$ cat config.mk
export PLATFORM = sky130hd
export DESIGN_NAME = mem_arbiter_n
export DESIGN_NICKNAME = d
export VERILOG_FILES = /design/src/rtl/mem_arbiter_n.sv
export SDC_FILE = /design/constraint.sdc
export NUM_CORES = 1
export LEC_CHECK = 0
export ABC_CLOCK_PERIOD_IN_PS = 7500
export BUFFER_PORTS_ARGS = -buffer_cell sky130_fd_sc_hd__buf_2
export CAP_MARGIN = 30
export CORE_UTILIZATION = 40
export CTS_CLUSTER_DIAMETER = 150
export DETAILED_ROUTE_END_ITERATION = 10
export PLACE_DENSITY = 0.6
export SLEW_MARGIN = 0
export SYNTH_ARGS = -nofsm -noshare
export SYNTH_HDL_FRONTEND = slang
export SYNTH_SLANG_ARGS = --single-unit
$ cat constraint.sdc
create_clock -name clk -period 7.5 [get_ports clk]
set_clock_uncertainty 0.15 [all_clocks]
set_input_delay 0.375 -clock clk [delete_from_list [all_inputs] [get_ports clk]]
set_output_delay 0.375 -clock clk [all_outputs]
set_load 0.1 [all_outputs]
$ cat src/rtl/mem_arbiter_n.sv
// mem_arbiter_n: arbitrates N byte-serial read channels and an in-order write
// buffer onto a single byte-wide RAM port.
//
// Ports
//   clk, rst_n          clock, asynchronous active-low reset
//   rdy                 global enable; when low all state holds and ram_wr=0
//   rd_req/addr/size/sign  per-channel level read requests (size 1, 2 or 4)
//   rd_done, rd_data    one-hot completion pulse and the assembled read word
//   wr_req/addr/size/data, wr_ack   store request, accepted when wr_ack=1
//   wb_empty            write buffer holds no entries
//   flush               aborts an in-flight read (never touches stores)
//   uart_full           stalls byte writes to the IO region (addr[17:16]=11)
//   ram_wr/addr/dout/din   RAM port; ram_din is valid one cycle after ram_addr
module mem_arbiter_n #(
  parameter int NUM_RD    = 2,
  parameter int WB_DEPTH  = 8,
  parameter int UART_WAIT = 2
) (
  input  logic                  clk,
  input  logic                  rst_n,
  input  logic                  rdy,
  input  logic [NUM_RD-1:0]     rd_req,
  input  logic [32*NUM_RD-1:0]  rd_addr,
  input  logic [3*NUM_RD-1:0]   rd_size,
  input  logic [NUM_RD-1:0]     rd_sign,
  output logic [NUM_RD-1:0]     rd_done,
  output logic [31:0]           rd_data,
  input  logic                  wr_req,
  input  logic [31:0]           wr_addr,
  input  logic [2:0]            wr_size,
  input  logic [31:0]           wr_data,
  output logic                  wr_ack,
  output logic                  wb_empty,
  input  logic                  flush,
  input  logic                  uart_full,
  output logic                  ram_wr,
  output logic [31:0]           ram_addr,
  output logic [7:0]            ram_dout,
  input  logic [7:0]            ram_din
);
  localparam int CH_W   = (NUM_RD > 1) ? $clog2(NUM_RD) : 1;
  localparam int PTR_W  = $clog2(WB_DEPTH);
  localparam int WAIT_W = (UART_WAIT > 1) ? $clog2(UART_WAIT) : 1;
  localparam logic [PTR_W:0] PTR_ONE = 1;

  typedef enum logic [1:0] {IDLE, READ, WRITE, UART_HOLD} state_t;
  state_t state_q, state_d;

  // Pointers carry one extra wrap bit so full and empty are distinguishable.
  logic [PTR_W:0]  head_q, tail_q, count;
  logic [31:0]     wb_addr [WB_DEPTH];
  logic [2:0]      wb_size [WB_DEPTH];
  logic [31:0]     wb_data [WB_DEPTH];

  logic [2:0]        byte_q;     // byte index shared by READ and WRITE
  logic [CH_W-1:0]   ch_q;       // channel currently being read
  logic [CH_W-1:0]   rr_q;       // first channel searched on the next grant
  logic [WAIT_W-1:0] wait_q;
  logic [31:0]       data_q, asm_data, wr_shift;
  logic [NUM_RD-1:0] rd_done_q;
  logic [31:0]       rd_data_q;
  logic              active_q;   // low until the first clock after reset

  logic              full, enq, gnt_valid, start_rd;
  logic [CH_W-1:0]   gnt_ch;
  logic [NUM_RD-1:0] req_eff;
  logic [31:0]       cur_addr, h_addr, h_data, wr_byte_addr;
  logic [2:0]        cur_size, h_size;
  logic              cur_sign, h_last, rd_last, is_io, io_stall;
  logic              byte_issue, retire, remain_after;

  function automatic logic [31:0] extend(input logic [31:0] v, input logic [2:0] size,
                                         input logic sign);
    case (size)
      3'd1:    extend = {{24{sign & v[7]}}, v[7:0]};
      3'd2:    extend = {{16{sign & v[15]}}, v[15:0]};
      default: extend = v;
    endcase
  endfunction

  // Buffer status and store acceptance; rdy gates acceptance because a
  // frozen cycle cannot enqueue.
  assign count    = tail_q - head_q;
  assign full     = (count == (PTR_W+1)'(WB_DEPTH));
  assign wb_empty = (head_q == tail_q);
  assign enq      = wr_req & ~full & rdy & active_q;
  assign wr_ack   = enq;
  assign rd_done  = rd_done_q;
  assign rd_data  = rd_data_q;

  // A channel whose done pulse is showing still holds rd_req this cycle;
  // masking it prevents a spurious second grant.
  assign req_eff = rd_req & ~rd_done_q;

  // NOTE: every variable gets a default before any branch so no latch is inferred.
  always_comb begin
    int idx;
    idx       = 0;
    gnt_valid = 1'b0;
    gnt_ch    = '0;
    // Walk from the farthest offset back so the nearest requester wins.
    for (int i = NUM_RD - 1; i >= 0; i--) begin
      idx = int'(rr_q) + i;
      if (idx >= NUM_RD) idx = idx - NUM_RD;
      if (req_eff[idx]) begin
        gnt_valid = 1'b1;
        gnt_ch    = CH_W'(idx);
      end
    end
  end

  assign cur_addr     = rd_addr[32*ch_q +: 32];
  assign cur_size     = rd_size[3*ch_q +: 3];
  assign cur_sign     = rd_sign[ch_q];
  assign h_addr       = wb_addr[head_q[PTR_W-1:0]];
  assign h_size       = wb_size[head_q[PTR_W-1:0]];
  assign h_data       = wb_data[head_q[PTR_W-1:0]];
  assign wr_byte_addr = h_addr + 32'(byte_q);
  assign wr_shift     = h_data >> {byte_q[1:0], 3'b000};
  assign is_io        = (wr_byte_addr[17:16] == 2'b11);
  assign io_stall     = is_io & uart_full;
  assign h_last       = (byte_q == h_size - 3'd1);
  assign rd_last      = (byte_q == cur_size);
  assign byte_issue   = (state_q == WRITE) & ~io_stall;
  assign retire       = byte_issue & h_last;
  assign remain_after = (tail_q != head_q + PTR_ONE) | enq;
  assign start_rd     = (state_q == IDLE) & wb_empty & gnt_valid & ~flush;

  // Byte k of a read arrives one cycle after its address, i.e. while byte_q=k+1.
  always_comb begin
    asm_data = data_q;
    if (byte_q != 3'd0)
      asm_data = data_q | (32'(ram_din) << {byte_q - 3'd1, 3'b000});
  end

  // NOTE: sequential state uses non-blocking assignments so every register
  // samples values from before the edge.
  always_ff @(posedge clk or negedge rst_n) begin
    if (!rst_n) state_q <= IDLE;
    else if (rdy) state_q <= state_d;
  end

  always_comb begin
    state_d = state_q;
    case (state_q)
      IDLE: begin
        if (!wb_empty)     state_d = WRITE;  // older stores always go first
        else if (start_rd) state_d = READ;
      end
      READ: begin
        if (flush || rd_last) state_d = IDLE;
      end
      WRITE: begin
        if (byte_issue) begin
          if (is_io && UART_WAIT > 0) state_d = UART_HOLD;
          else if (h_last)            state_d = remain_after ? WRITE : IDLE;
        end
      end
      UART_HOLD: begin
        if (wait_q == '0) state_d = wb_empty ? IDLE : WRITE;
      end
      default: state_d = IDLE;
    endcase
  end

  always_comb begin
    ram_wr   = 1'b0;
    ram_addr = '0;
    ram_dout = '0;
    case (state_q)
      READ: if (!rd_last) ram_addr = cur_addr + 32'(byte_q);
      WRITE: begin
        if (!io_stall) begin
          ram_wr   = rdy;
          ram_addr = wr_byte_addr;
          ram_dout = wr_shift[7:0];
        end
      end
      default: ;
    endcase
  end

  always_ff @(posedge clk or negedge rst_n) begin
    if (!rst_n) begin
      head_q    <= '0;
      tail_q    <= '0;
      byte_q    <= '0;
      ch_q      <= '0;
      rr_q      <= '0;
      wait_q    <= '0;
      data_q    <= '0;
      rd_done_q <= '0;
      rd_data_q <= '0;
      active_q  <= 1'b0;
    end else begin
      active_q <= 1'b1;
      if (rdy) begin
        rd_done_q <= '0;
        if (enq)    tail_q <= tail_q + PTR_ONE;
        if (retire) head_q <= head_q + PTR_ONE;
        case (state_q)
          IDLE: begin
            byte_q <= '0;
            if (start_rd) begin
              ch_q   <= gnt_ch;
              data_q <= '0;
            end
          end
          READ: begin
            data_q <= asm_data;
            byte_q <= (flush || rd_last) ? 3'd0 : byte_q + 3'd1;
            if (rd_last && !flush) begin
              rd_done_q <= NUM_RD'(1) << ch_q;
              rd_data_q <= extend(asm_data, cur_size, cur_sign);
              // The pointer moves only on completion, so an aborted read
              // leaves arbitration exactly where it was.
              rr_q <= (int'(ch_q) == NUM_RD - 1) ? '0 : ch_q + CH_W'(1);
            end
          end
          WRITE: begin
            if (byte_issue) begin
              byte_q <= h_last ? 3'd0 : byte_q + 3'd1;
              if (is_io) wait_q <= WAIT_W'(UART_WAIT - 1);
            end
          end
          UART_HOLD: begin
            if (wait_q != '0) wait_q <= wait_q - WAIT_W'(1);
          end
          default: ;
        endcase
      end
    end
  end

  // NOTE: buffer storage has no reset; clearing head/tail already discards
  // every entry and the array never feeds logic while empty.
  always_ff @(posedge clk) begin
    if (enq) begin
      wb_addr[tail_q[PTR_W-1:0]] <= wr_addr;
      wb_size[tail_q[PTR_W-1:0]] <= wr_size;
      wb_data[tail_q[PTR_W-1:0]] <= wr_data;
    end
  end
endmodule

==> impl_results.rst <==
.. list-table::
   :header-rows: 1

   * - Metric
     - Value
   * - Number of top-level design ports
     - 232
   * - Hold Path Class
     - in -> reg
   * - Post-CTS resize count
     - 0
   * - Placed inst area
     - 28,900 µm²
   * - Max-capacitance violation count
     - 0
   * - Total standard cell area after synthesis
     - approximately 27,000 µm²
   * - Std cell rows
     - 94
   * - Cells on worst reg2reg path
     - 9
   * - Number of nets in the final layout
     - 2,101
   * - Inserted Clock Buffers
     - 67
   * - Final worst path period share
     - between 80% and 90%
   * - Cell count after synthesis
     - approximately 1,600
   * - Die Ht
     - 260.1 µm
   * - Final instance area
     - 31,710 µm²
   * - 1st-iter DRT viols
     - 1,264
   * - Clock latency at the later pin of the worst-skew pair
     - 0.59 ns
   * - Initial antenna violation count
     - 9
   * - Min-Delay Endpoint
     - state_q[0]
   * - Power density of the placed cells
     - 369.4 nW/µm²
   * - Post-synthesis area per instance
     - 16.59 µm²
   * - Level count of the clock H-tree
     - 3
   * - DRC violation count after routing
     - 0
   * - R2r endpoint
     - wb_addr[0][4]
   * - CP endpoint kind
     - output port
   * - Global-route wire length before repair
     - between 90,000 and 100,000 µm
   * - TritonRoute pass-1 iters
     - 6
   * - Root cell of the clock tree
     - clkbuf_16
   * - Setup repair after global routing missed its margin
     - false
   * - Slack of the worst reg-to-reg path
     - 2.37 ns
   * - Prevailing post-synth register cell
     - edfxtp_1
   * - Min Clock Period, post-route
     - 6.295 ns
   * - Yosys warnings
     - 0
   * - Slew at the pin closest to its max-slew limit
     - 0.9973 ns
   * - Required time worst endpoint
     - 6.97 ns
   * - Effective utilization at floorplan
     - 40.45%
   * - Achievable frequency
     - between 150 and 200 MHz
   * - Post-route ant nets
     - 0
   * - All-Layer GR Usage
     - 19.28%
   * - Detailed placer's ending HPWL
     - just over 40,000 µm
   * - Worst hold slack
     - 0.07386 ns
   * - EDFF count, synth
     - 536
   * - Distinct cell type count after synthesis
     - 74
   * - Congestion Overflow GR
     - 0
   * - Die width
     - approximately 260 µm
   * - Die footprint
     - 67,650 µm²
   * - Clock transition at the registers of the reported paths
     - 0.06 ns
   * - Hold Path Cell Cnt
     - 4
   * - Weighted congestion at the end of routability-driven global placement
     - 0.8960
   * - Final hold vios
     - 0
   * - Critical path data arrival time
     - 5.77 ns
   * - Slew Limit Headroom
     - 33.52%
   * - Share of cells above drive strength 1
     - 27.61%
   * - Reg-to-reg critical path startpoint
     - head_q[1]
   * - Maximum fanout along the worst path
     - 55
   * - Share of the core filled with cells
     - 48.15%
   * - Outcome
     - finished clean
   * - Peak supply drop
     - 0.5495 mV
   * - Crit Path Class
     - reg -> out
   * - Synthesized Nets
     - 1,782
   * - Worst hold start
     - uart_full
   * - Number of setup violations in the final report
     - 0
   * - Hold_buf cts
     - 74
   * - Final count of pins violating max slew
     - 0
   * - Maximum buffer depth of the clock tree
     - 3
   * - CTS tree
     - yes
   * - Pin count of the biggest net entering global routing
     - 68
   * - Routed wire per std cell
     - 22.75 µm
   * - Total power
     - roughly 12 mW
   * - Synth async-reset ratio
     - between 10 and 15%
   * - Area of the placeable core
     - 65,860 µm²
   * - Vias in the first global route
     - ~16,000
   * - Input/output buffers
     - 231
   * - Synthesis-to-finish area growth
     - 19.03%
   * - Part of the Yosys area used for sequential elements
     - between 60% and 70%
   * - Routed via count divided by cell count
     - 5.484
   * - Startpoint types
     - flip-flop
   * - Number of clock sinks
     - 619
   * - Detailed Route WL
     - ~65,000 µm
   * - Via count of the routed design
     - 15,580
   * - Flip-flop and latch count after synthesis
     - 619
   * - Number of buffers added for setup after CTS
     - 0
   * - Static leakage power
     - around 11 nW
## layer usage
layer	GRT usage [%]	part of all wire, %	wire length (µm)	vias up
li1	-	-	-	6961
met1	25.94	43	28000	7978
met2	32.40	49	31700	517
met3	3.587	5.7	3674	113
met4	4.581	1.9	1202	10
met5	0	0.088	57	-
## through the flow
stage               setup TNS (ns)  instances  setup WS (ns)
finish                           0       2841          1.205
global route                     0       2840         0.7935
detailed placement               0       2646          1.714
floorplan                  -280.50       1606         -1.982
global placement                 0       2641          1.651
CTS                              0       2838          1.066
## area by class of cell
type / instances / area [µm²]
tap: 864 / 1081
multi-input combinational: 873 / 8008
sequential: 619 / 18180
clock inverter: 32 / 255.2
timing repair buffer: 335 / 2262
clock buffer: 86 / 1809
fill: 5594 / 34150
antenna: 3 / 7.507
inverter: 29 / 108.9
## kinds of logic (layout without fill, tap and decap cells)
group                      count (synthesis)  in the layout  synth area share, %
AOI/OAI and AO/OA                        229            229                5.541
xor gates and xnor gates                  80             80                2.658
adders and majority gates                 21             21                1.043
buffers and inverters                    114            482                2.024
DFF                                      619            619                68.20
muxes                                    204            204                14.36
other                                      1              4              0.01407
and+or+nand+nor                          338            338                6.152
## critical path: stages, from the launching register on
cell and delay [ns]:
dfrtp_4 0.98, mux4_2 0.34, nand2_1 0.05, nand2_1 0.12, ha_1 0.17, inv_1 0.06, fa_1 0.43, inv_1 0.07
a21oi_1 0.12, nor4_2 0.38, nand4b_1 0.20, xnor2_2 0.45, o31ai_4 0.11, buf_4 0.22, or2_1 0.47, buf_8 0.27
o32ai_2 0.23, buf_2 0.48
## power breakdown
group | internal (mW) | total [mW] | leakage [nW] | switching (mW)
Sequential | 3.94 | 4.17 | 5.95 | 0.228
Clock | 1.78 | 3.10 | 1.01 | 1.31
Combinational | 1.44 | 4.45 | 4.42 | 3.01
Total | 7.16 | 11.7 | 11.4 | 4.56
## worst max-delay path by stage
stage | start | endpoint | slack [ns] | depth (start not counted)
detailed placement | head_q[0] | ram_addr[5] | 1.71 | 17
global placement | head_q[0] | ram_addr[24] | 1.65 | 15
finish | head_q[1] | ram_addr[5] | 1.21 | 17
global route | head_q[0] | ram_addr[5] | 0.79 | 17
floorplan | head_q[2] | wb_addr[2][0] | -1.98 | 12
CTS | head_q[0] | ram_addr[5] | 1.07 | 17
## state kept, by name (all words and copies together), names as in the netlist
register  count
state_q       2
tail_q        4
byte_q        3
data_q       32
wait_q        1
wb_size      24
rd_data      32
head_q        4
active_q      1
rr_q          1
wb_data     256
ch_q          1
wb_addr     256
rd_done       2
## synthesized netlist by cell type (14+ instances only)
library cell  count  share of area [%]
nor2_1           77                1.1
nor3_1           23               0.43
o22ai_1          27               0.63
ha_1             19               0.89
edfxtp_1        536                 60
dfrtp_1          83                7.8
nand2_1         123                1.7
mux2i_1          49                1.8
buf_2            23               0.43
nand3_1          21               0.39
inv_1            25               0.35
xnor2_1          42                1.4
and3_1           14               0.33
o21ai_0          39               0.73
a21oi_1          74                1.4
mux2_2           14               0.59
xor2_1           37                1.2
mux4_2          140                 12
and2_1           15               0.35
clkbuf_1         40               0.56
## placed cells by master, fill, tap and decap left out, types with 5 or more instances in the layout
cell type and n:
a211oi_1 5, a21o_1 13, a21oi_1 74, a22oi_1 6, a31o_2 8, a31oi_1 13, and2_1 15, and3_1 14
buf_2 230, buf_4 22, clkbuf_1 14, clkbuf_16 68, clkinv_1 10, clkinv_2 11, dfrtp_1 79, dlygate4sd3_1 74
edfxtp_1 536, ha_1 19, inv_1 25, mux2_2 14, mux2i_1 49, mux4_2 140, nand2_1 123, nand2b_1 7
nand3_1 21, nand3b_1 7, nor2_1 75, nor2b_1 13, nor3_1 18, nor4_1 7, o21ai_0 39, o22a_1 9
o22ai_1 27, or4_1 5, xnor2_1 42, xor2_1 37
Note: power is estimated with default switching activity, not from simulation.
